`src/rtl/store_drain_buffer.sv`:
```
// In-order store drain buffer: committed stores queue here, drain one per cycle to data memory,
// forward to younger loads, and a fence waits until every queued store has been written.
//
// state | meaning
// RUN   | stores accepted while not full; entries drain to memory
// FENCE | stores blocked; draining continues until empty, then fence_ack pulses

module store_drain_buffer #(
  parameter int DEPTH     = 4,
  parameter int DEPTH_LOG = 2,
  parameter int ADDR_W    = 4,
  parameter int DATA_W    = 8
) (
  input  logic                 clk,
  input  logic                 rst,
  input  logic                 st_valid,
  output logic                 st_ready,
  input  logic [ADDR_W-1:0]    st_addr,
  input  logic [DATA_W-1:0]    st_data,
  output logic                 mem_wvalid,
  input  logic                 mem_wready,
  output logic [ADDR_W-1:0]    mem_waddr,
  output logic [DATA_W-1:0]    mem_wdata,
  input  logic [ADDR_W-1:0]    ld_addr,
  output logic                 ld_hit,
  output logic [DATA_W-1:0]    ld_data,
  input  logic                 fence_req,
  output logic                 fence_ack,
  output logic [DEPTH_LOG:0]   count
);

  localparam int PTR_W = DEPTH_LOG + 1;

  typedef enum logic {RUN, FENCE} state_t;

  state_t                state_q;
  logic                  fence_ack_q;
  logic [PTR_W-1:0]      head_q, head_d;
  logic [PTR_W-1:0]      tail_q, tail_d;
  logic [PTR_W-1:0]      count_d;
  logic [ADDR_W-1:0]     addr_q [DEPTH];
  logic [DATA_W-1:0]     data_q [DEPTH];
  logic                  empty, full, enq, deq;
  logic [DEPTH_LOG-1:0]  slot;

  assign empty      = (head_q == tail_q);
  assign full       = (head_q[DEPTH_LOG-1:0] == tail_q[DEPTH_LOG-1:0]) &&
                      (head_q[DEPTH_LOG] != tail_q[DEPTH_LOG]);
  assign count      = tail_q - head_q;
  assign st_ready   = !full && (state_q == RUN);
  assign enq        = st_valid && st_ready;
  assign mem_wvalid = !empty;
  assign deq        = mem_wvalid && mem_wready;
  assign mem_waddr  = addr_q[head_q[DEPTH_LOG-1:0]];
  assign mem_wdata  = data_q[head_q[DEPTH_LOG-1:0]];
  assign fence_ack  = fence_ack_q;

  assign head_d  = head_q + PTR_W'(deq);
  assign tail_d  = tail_q + PTR_W'(enq);
  assign count_d = tail_d - head_d;

  // Walk oldest to youngest so the last match (closest to tail) wins.
  always_comb begin
    ld_hit  = 1'b0;
    ld_data = '0;
    slot    = '0;
    for (int i = 0; i < DEPTH; i++) begin
      slot = head_q[DEPTH_LOG-1:0] + DEPTH_LOG'(i);
      if ((PTR_W'(i) < count) && (addr_q[slot] == ld_addr)) begin
        ld_hit  = 1'b1;
        ld_data = data_q[slot];
      end
    end
  end

  always_ff @(posedge clk) begin
    if (enq) begin
      addr_q[tail_q[DEPTH_LOG-1:0]] <= st_addr;
      data_q[tail_q[DEPTH_LOG-1:0]] <= st_data;
    end
  end

  // fence_ack reflects count reaching zero at this edge, i.e. one cycle after the last write.
  always_ff @(posedge clk) begin
    if (rst) begin
      head_q      <= '0;
      tail_q      <= '0;
      state_q     <= RUN;
      fence_ack_q <= 1'b0;
    end else begin
      head_q      <= head_d;
      tail_q      <= tail_d;
      fence_ack_q <= 1'b0;
      case (state_q)
        RUN: begin
          if (fence_req) begin
            if (count_d == '0) fence_ack_q <= 1'b1;
            else               state_q     <= FENCE;
          end
        end
        FENCE: begin
          if (count_d == '0) begin
            fence_ack_q <= 1'b1;
            state_q     <= RUN;
          end
        end
        default: state_q <= RUN;
      endcase
    end
  end

endmodule

```
`config.mk`:
```
export PLATFORM = sky130hd
export DESIGN_NAME = store_drain_buffer
export DESIGN_NICKNAME = d
export VERILOG_FILES = /design/src/rtl/store_drain_buffer.sv
export SDC_FILE = /design/constraint.sdc
export NUM_CORES = 1
export LEC_CHECK = 0
export BUFFER_PORTS_ARGS = -buffer_cell sky130_fd_sc_hd__buf_2
export CAP_MARGIN = 10
export CORE_MARGIN = 2
export CORE_UTILIZATION = 28
export DETAILED_ROUTE_END_ITERATION = 12
export PLACE_DENSITY = 0.52
export SLEW_MARGIN = 10
export SYNTH_ARGS = -nofsm -noshare
export SYNTH_HDL_FRONTEND = slang
export SYNTH_SLANG_ARGS = --single-unit
export TNS_END_PERCENT = 10
```
`constraint.sdc`:
```
create_clock -name clk -period 4.2 [get_ports clk]
set_clock_uncertainty 0.2 [all_clocks]
set_input_delay 0 -clock clk [delete_from_list [all_inputs] [get_ports clk]]
set_output_delay 0 -clock clk [all_outputs]
set_load 0.01 [all_outputs]
```
# [After elaboration in Yosys (flattened, before gate mapping)]
# Memory sizes are Yosys's and may differ from the RTL's. A register that Yosys moved wholly into a read port is not among the register bits.
# Index checks and enable logic that the tools add are counted.
[op_classes] n_eq_ne=7 order_cmp=4 mux=18 addsub=7 n_bitwise=1 reduce_logical=11
[op_table] op="$mux 8" count=4
[op_table] op="$eq 4x4->1" count=4
[op_table] op="$mux 1" count=10
[op_table] op="$logic_and 1x1->1" count=8
[op_table] op="$add 3x1->3" count=2
[op_table] op="$lt 1x3->1 const A" count=2
[op_table] op="$lt 2x3->1 const A" count=2
[op_table] op="$sub 3x3->3" count=2
[op_table] op="$add 2x2->2 const B" count=2
[op_table] op="$mux 2" count=2
[op_table] op="$pmux 1 s2" count=2
[op_table] op="$eq 3x3->1" count=1
[op_table] op="$logic_not 3->1" count=1
[op_table] op="$add 2x1->2 const B" count=1
[op_table] op="$eq 2x2->1" count=1
[op_table] op="$logic_not 1->1" count=2
[op_table] op="$ne 1x1->1" count=1
[op_table] op="$not 1->1" count=1
[totals] ram_bits=48 reg_bits=8 memories=2 word_cells=54 inputBits=21 out_inout_bits=27
[mem_list] memory="data_q" words=4 word_bits=8 read_ports=4 rd_clocked_by_memory_dff=1 write_ports=1 line_no="42" rtl="logic [DATA_W-1:0] data_q [DEPTH];"
[mem_list] memory="addr_q" words=4 word_bits=4 read_ports=4 rd_clocked_by_memory_dff=1 write_ports=1 line_no="41" rtl="logic [ADDR_W-1:0] addr_q [DEPTH];"

# [Logic depth before layout (Yosys ltp)]
[depth] ltp_word=11 ltp_mapped=17 mapped_depth_nobuf=14

# [Worst setup path after synthesis]
# OpenSTA, ideal clock, no wires.
[synth_path] kind="register -> register" startpoint="register head_q[1]" endpoint="register fence_ack_q, in the netlist fence_ack" t_required_ps=3936 path_slack_ps=651 synth_period_minus_slack_ps=3549 setup_ps=64 arrival_ps=3286 path_stages_with_launch=18 path_buffers=3 cell_sequence="dfxtp_1 > buf_2 > buf_2 > buf_2 > inv_1 > ha_1 > nand2_1 > or2_2 > and2_1 > ha_1 > ha_1 > inv_1 > ha_1 > nor2b_1 > xnor2_1 > xnor2_1 > nand3_1 > nor2_1"
[synth_between] word_cells_on_any_way=15 cone_classes="add/sub: 3; eq/ne: 2; mux: 3; reduce/logical: 7"
[synth_lines] element="from (decl)" line_no="38" rtl="logic [PTR_W-1:0] head_q, head_d;"
[synth_lines] element="from (signal assigned)" line_no="86" rtl="head_q <= '0;"
[synth_lines] element="from (signal assigned)" line_no="91" rtl="head_q <= head_d;"
[synth_lines] element="$eq 3x3->1 *" line_no="46" rtl="assign empty = (head_q == tail_q);"
[synth_lines] element="$logic_not 1->1 *" line_no="52" rtl="assign mem_wvalid = !empty;"
[synth_lines] element="net mem_wvalid" line_no="20" rtl="output logic mem_wvalid,"
[synth_lines] element="$logic_and 1x1->1 *" line_no="53" rtl="assign deq = mem_wvalid && mem_wready;"
[synth_lines] element="$add 3x1->3 *" line_no="58" rtl="assign head_d = head_q + PTR_W'(deq);"
[synth_lines] element="net head_d[1]" line_no="38"
[synth_lines] element="$sub 3x3->3 *" line_no="60" rtl="assign count_d = tail_d - head_d;"
[synth_lines] element="$logic_not 3->1 *" line_no="97, 102"
[synth_lines] element="$mux 1 *" line_no="97, 102"
[synth_lines] element="$mux 1" line_no="96" rtl="if (fence_req) begin"
[synth_lines] element="$pmux 1 s2 *" line_no="94" rtl="case (state_q)"
[synth_lines] element="to (signal assigned)" line_no="93" rtl="fence_ack_q <= 1'b0;"
[synth_lines] element="to (signal assigned)" line_no="97" rtl="if (count_d == '0) fence_ack_q <= 1'b1;"
[synth_lines] element="to (signal assigned)" line_no="103" rtl="fence_ack_q <= 1'b1;"
[synth_lines] element="to (decl)" line_no="37" rtl="logic fence_ack_q;"
# The timed path passes the listed nets; every way through them passes the cells marked *.
# A chain may end at the register's enable or synchronous reset.

# [Worst setup path after layout]
[layout_path] startpoint="register head_q[0]" endpoint="output port ld_data[7]"
[layout_between] elab_chain_cells=7 word_cells_on_any_way=21 cone_classes="add/sub: 4; order compare: 4; eq/ne: 3; mux: 4; reduce/logical: 4; memory: 2"
[layout_lines] element="$sub 3x3->3 or $add 2x1->2 (tied branches)" line_no="49, 68"
[layout_lines] element="$lt 1x3->1 or $mem_v2 4x4 (tied branches)"
[layout_lines] element="$logic_and 1x1->1 or $eq 4x4->1 (tied branches)" line_no="69" rtl="if ((PTR_W'(i) < count) && (addr_q[slot] == ld_addr)) begin"
[layout_lines] element="$mux 8 or $logic_and 1x1->1 (tied branches)" line_no="69"
[layout_lines] element="$mux 8 (2 in series)" line_no="69"
[layout_lines] element="$mux 8 *" line_no="69"
[layout_lines] element="to (decl)" line_no="26" rtl="output logic [DATA_W-1:0] ld_data,"
# Mark *: on every way between the ends. The rest lies on a longest branch, timed or not.

==> results.sh <==
export IMPL_cts_made_buffers=5
export IMPL_ant_nets=0
export IMPL_core_um2=12110
export IMPL_hpwl_mm=5.720
export IMPL_fin_nets=377
export IMPL_vias=2433
export IMPL_wire_per_inst_um=15.24
export IMPL_vias_per_cell=4.715
export IMPL_port_buffers=47
export IMPL_fin_hold_ws_ns=0.004113
export IMPL_cts_buffer_depth=2
export IMPL_io_pins=48
export IMPL_die_h_um=115.6
export IMPL_relSlewSlack=0.4535
export IMPL_worstMarginPinSlew_ns=0.8197
export IMPL_synth_fp_nets=323
export IMPL_drive_above_1_share=0.3017
export IMPL_crit_arrival_ns=3.48
export IMPL_post_cts_resize_count=0
export IMPL_finalWorstSetupSlack_ns=0.5177
export IMPL_final_cell_mix="48 x edfxtp_1, 47 x buf_2, 31 x nor2_1, 28 x nand2_1, 17 x a21oi_1"
export IMPL_syn_area_per_cell_um2=11.91
export IMPL_htree_levels=2
export IMPL_regArea_um2=1604
export IMPL_drt_pass1_iter_count=4
export IMPL_timing_max_cap_violations=0
export IMPL_drt_met1_wl_mm=3.468
export IMPL_dp_slack_ns=0.7869
export IMPL_met3WireLength_um=266
export IMPL_period_share=0.8767
export IMPL_max_freq_ghz=0.2716
export IMPL_dr_wl_met2_mm=4.054
export IMPL_overflow=0
export IMPL_cp_cell_sequence="ha_1, inv_1, fa_1, xnor2_1, o211a_1, and2_1, a221oi_1, o31ai_1, buf_2"
export IMPL_diodes=0
export IMPL_die_area_um2=13370
export IMPL_vdd_ir_drop_max_uv=193.5
export IMPL_yosysWarnings=0
export IMPL_grt_pass1_vias=2469
export IMPL_syn_cell_area_um2=3490
export IMPL_routed_wl_mm=7.862
export IMPL_max_stage_delay_ns=0.75
export IMPL_p_leak_nw=1.483
export IMPL_gp_congestion=0.7930
export IMPL_finalPower_mw=2.333
export IMPL_synth_distinct_cells=41
export IMPL_top_layer="met4"
export IMPL_cp_buffers_inverters=2
export IMPL_tritoncts="done"
export IMPL_die_width_um=115.6
export IMPL_holdCritPathClass="in -> reg"
export IMPL_critPathTopFamily="flip-flops"
export IMPL_rsz0062_at_grt="false"
export IMPL_fp_row_count=40
export IMPL_finalHoldViolations=0
export IMPL_cts_sinks=56
export IMPL_critPathKind="reg -> out"
export IMPL_grt_pass1_wl_mm=12.52
export IMPL_multi_input_area_um2=1772
export IMPL_stdcell_area_um2=4203
export IMPL_cp_max_fo=27
export IMPL_drtIter0Drc=141
export IMPL_fin_crit_ns=3.682
export IMPL_placed_area_um2=3885
export IMPL_powerDensity_nw_per_um2=555.1
export IMPL_synth_cells=293
export IMPL_outcome="finished, final reports clean"
export IMPL_tns_ns=0
export IMPL_ys_seq_elements=56
export IMPL_antenna_found_initial=0
export IMPL_hold_buffers=14
export IMPL_postCtsSetupBuffers=0
export IMPL_slowest_stage="dfxtp_2"
export IMPL_start_kind="flop"
export IMPL_start_util=0.2881
export IMPL_final_common_cell="edfxtp_1"
export IMPL_fillCellCount=1246
export IMPL_syn_to_final_growth_pct=20.44
export IMPL_root_buffer="clkbuf_16"
export IMPL_clk_insertion_delay_late_ns=0.29
export IMPL_grt_max_degree=57
export IMPL_cp_data_required_time_ns=4.00
export IMPL_yosysSeqAreaShare=0.4589
export IMPL_clkTransAtPathRegs_ns=0.07
export IMPL_slew_viol_final=0
export IMPL_setup_viol=0
export IMPL_setup_worst_path_end_class="output port"
export IMPL_track_usage=0.1235
export IMPL_drc=0
cell type report:
cell class / instances / share of cell area
Multi-Input combinational cell: 211 / 0.4216
Timing Repair Buffer: 66 / 0.09824
Tap cell: 168 / 0.05001
Inverter: 7 / 0.006252
Sequential cell: 56 / 0.3817
Clock buffer: 8 / 0.04227
Yosys cell counts, drive strengths merged:
| master | instances | area share |
|---|---|---|
| nor3 | 4 | 0.0090 |
| a221oi | 8 | 0.020 |
| or3 | 1 | 0.0018 |
| xor2 | 4 | 0.012 |
| or4 | 1 | 0.0022 |
| dfxtp | 8 | 0.046 |
| o21bai | 1 | 0.0022 |
| ha | 8 | 0.029 |
| clkbuf | 6 | 0.0065 |
| o31ai | 8 | 0.020 |
| mux2 | 16 | 0.052 |
| or2 | 1 | 0.0018 |
| nor2b | 3 | 0.0054 |
| a21oi | 17 | 0.024 |
| nor2 | 32 | 0.035 |
| edfxtp | 48 | 0.41 |
| and3 | 2 | 0.0036 |
| o21ai | 16 | 0.023 |
| buf | 13 | 0.022 |
| inv | 7 | 0.0075 |
| and2 | 2 | 0.0036 |
| xnor2 | 19 | 0.054 |
| nand4 | 2 | 0.0054 |
| nand2 | 28 | 0.030 |
| mux4 | 16 | 0.11 |
| nand3 | 1 | 0.0014 |
| a31oi | 2 | 0.0036 |
| fa | 1 | 0.0057 |
| a211oi | 1 | 0.0057 |
| o211a | 1 | 0.0029 |
| mux2i | 16 | 0.046 |
path summary, 6_finish.rpt:
| check | start | to | slack, ns | cells past startpoint |
|---|---|---|---|---|
| max | head_q[0]$_SDFF_PP0_ | ld_data[7] | 0.52 | 9 |
| min | mem_wready | head_q[0]$_SDFF_PP0_ | 0.004 | 4 |
| max reg2reg | head_q[1]$_SDFF_PP0_ | fence_ack$_SDFF_PP0_ | 0.98 | 14 |
| min reg2reg | state_q$_SDFF_PP0_ | fence_ack$_SDFF_PP0_ | 0.36 | 2 |
sequential cells by signal (all words and copies together), names as in the netlist:
name / flops
data_q: 32
tail_q: 3
fence_ack: 1
head_q: 3
addr_q: 16
state_q: 1
worst min-delay path: stages:
cell     delay [ns]
buf_2          0.07
and2_1         0.11
ha_1           0.15
nor2b_1        0.13
cells by family after synthesis:
kind of cell / Yosys count / share of synthesized area
AO/OA/AOI/OAI: 54 / 0.1018
XOR/XNOR: 23 / 0.06633
adder cells (fa/ha/maj): 9 / 0.03442
buffers and inverters: 26 / 0.03622
flip-flops: 56 / 0.4589
multiplexers: 48 / 0.2029
AND/OR/NAND/NOR: 77 / 0.09932
stage by stage:
step                utilization  instances
floorplan                     -        293
global placement         0.3208        494
detailed placement       0.3208        494
CTS                      0.3470        516
global route             0.3470        516
finish                   0.3470        516
where the power goes:
group	switching [mW]	internal, mW	total [mW]	leakage [nW]
Clock	0.187	0.290	0.477	0.0883
Sequential	0.0909	0.674	0.765	0.505
Combinational	0.596	0.495	1.09	0.889
Total	0.874	1.46	2.33	1.48
per-layer routing:
layer  track usage  vias to the layer above
met5             0                        -
met4       0.03016                        0
met3       0.02144                        7
met2        0.2203                       32
met1        0.1560                     1198
li1              -                     1196
Power figures use the tool's default switching activity.
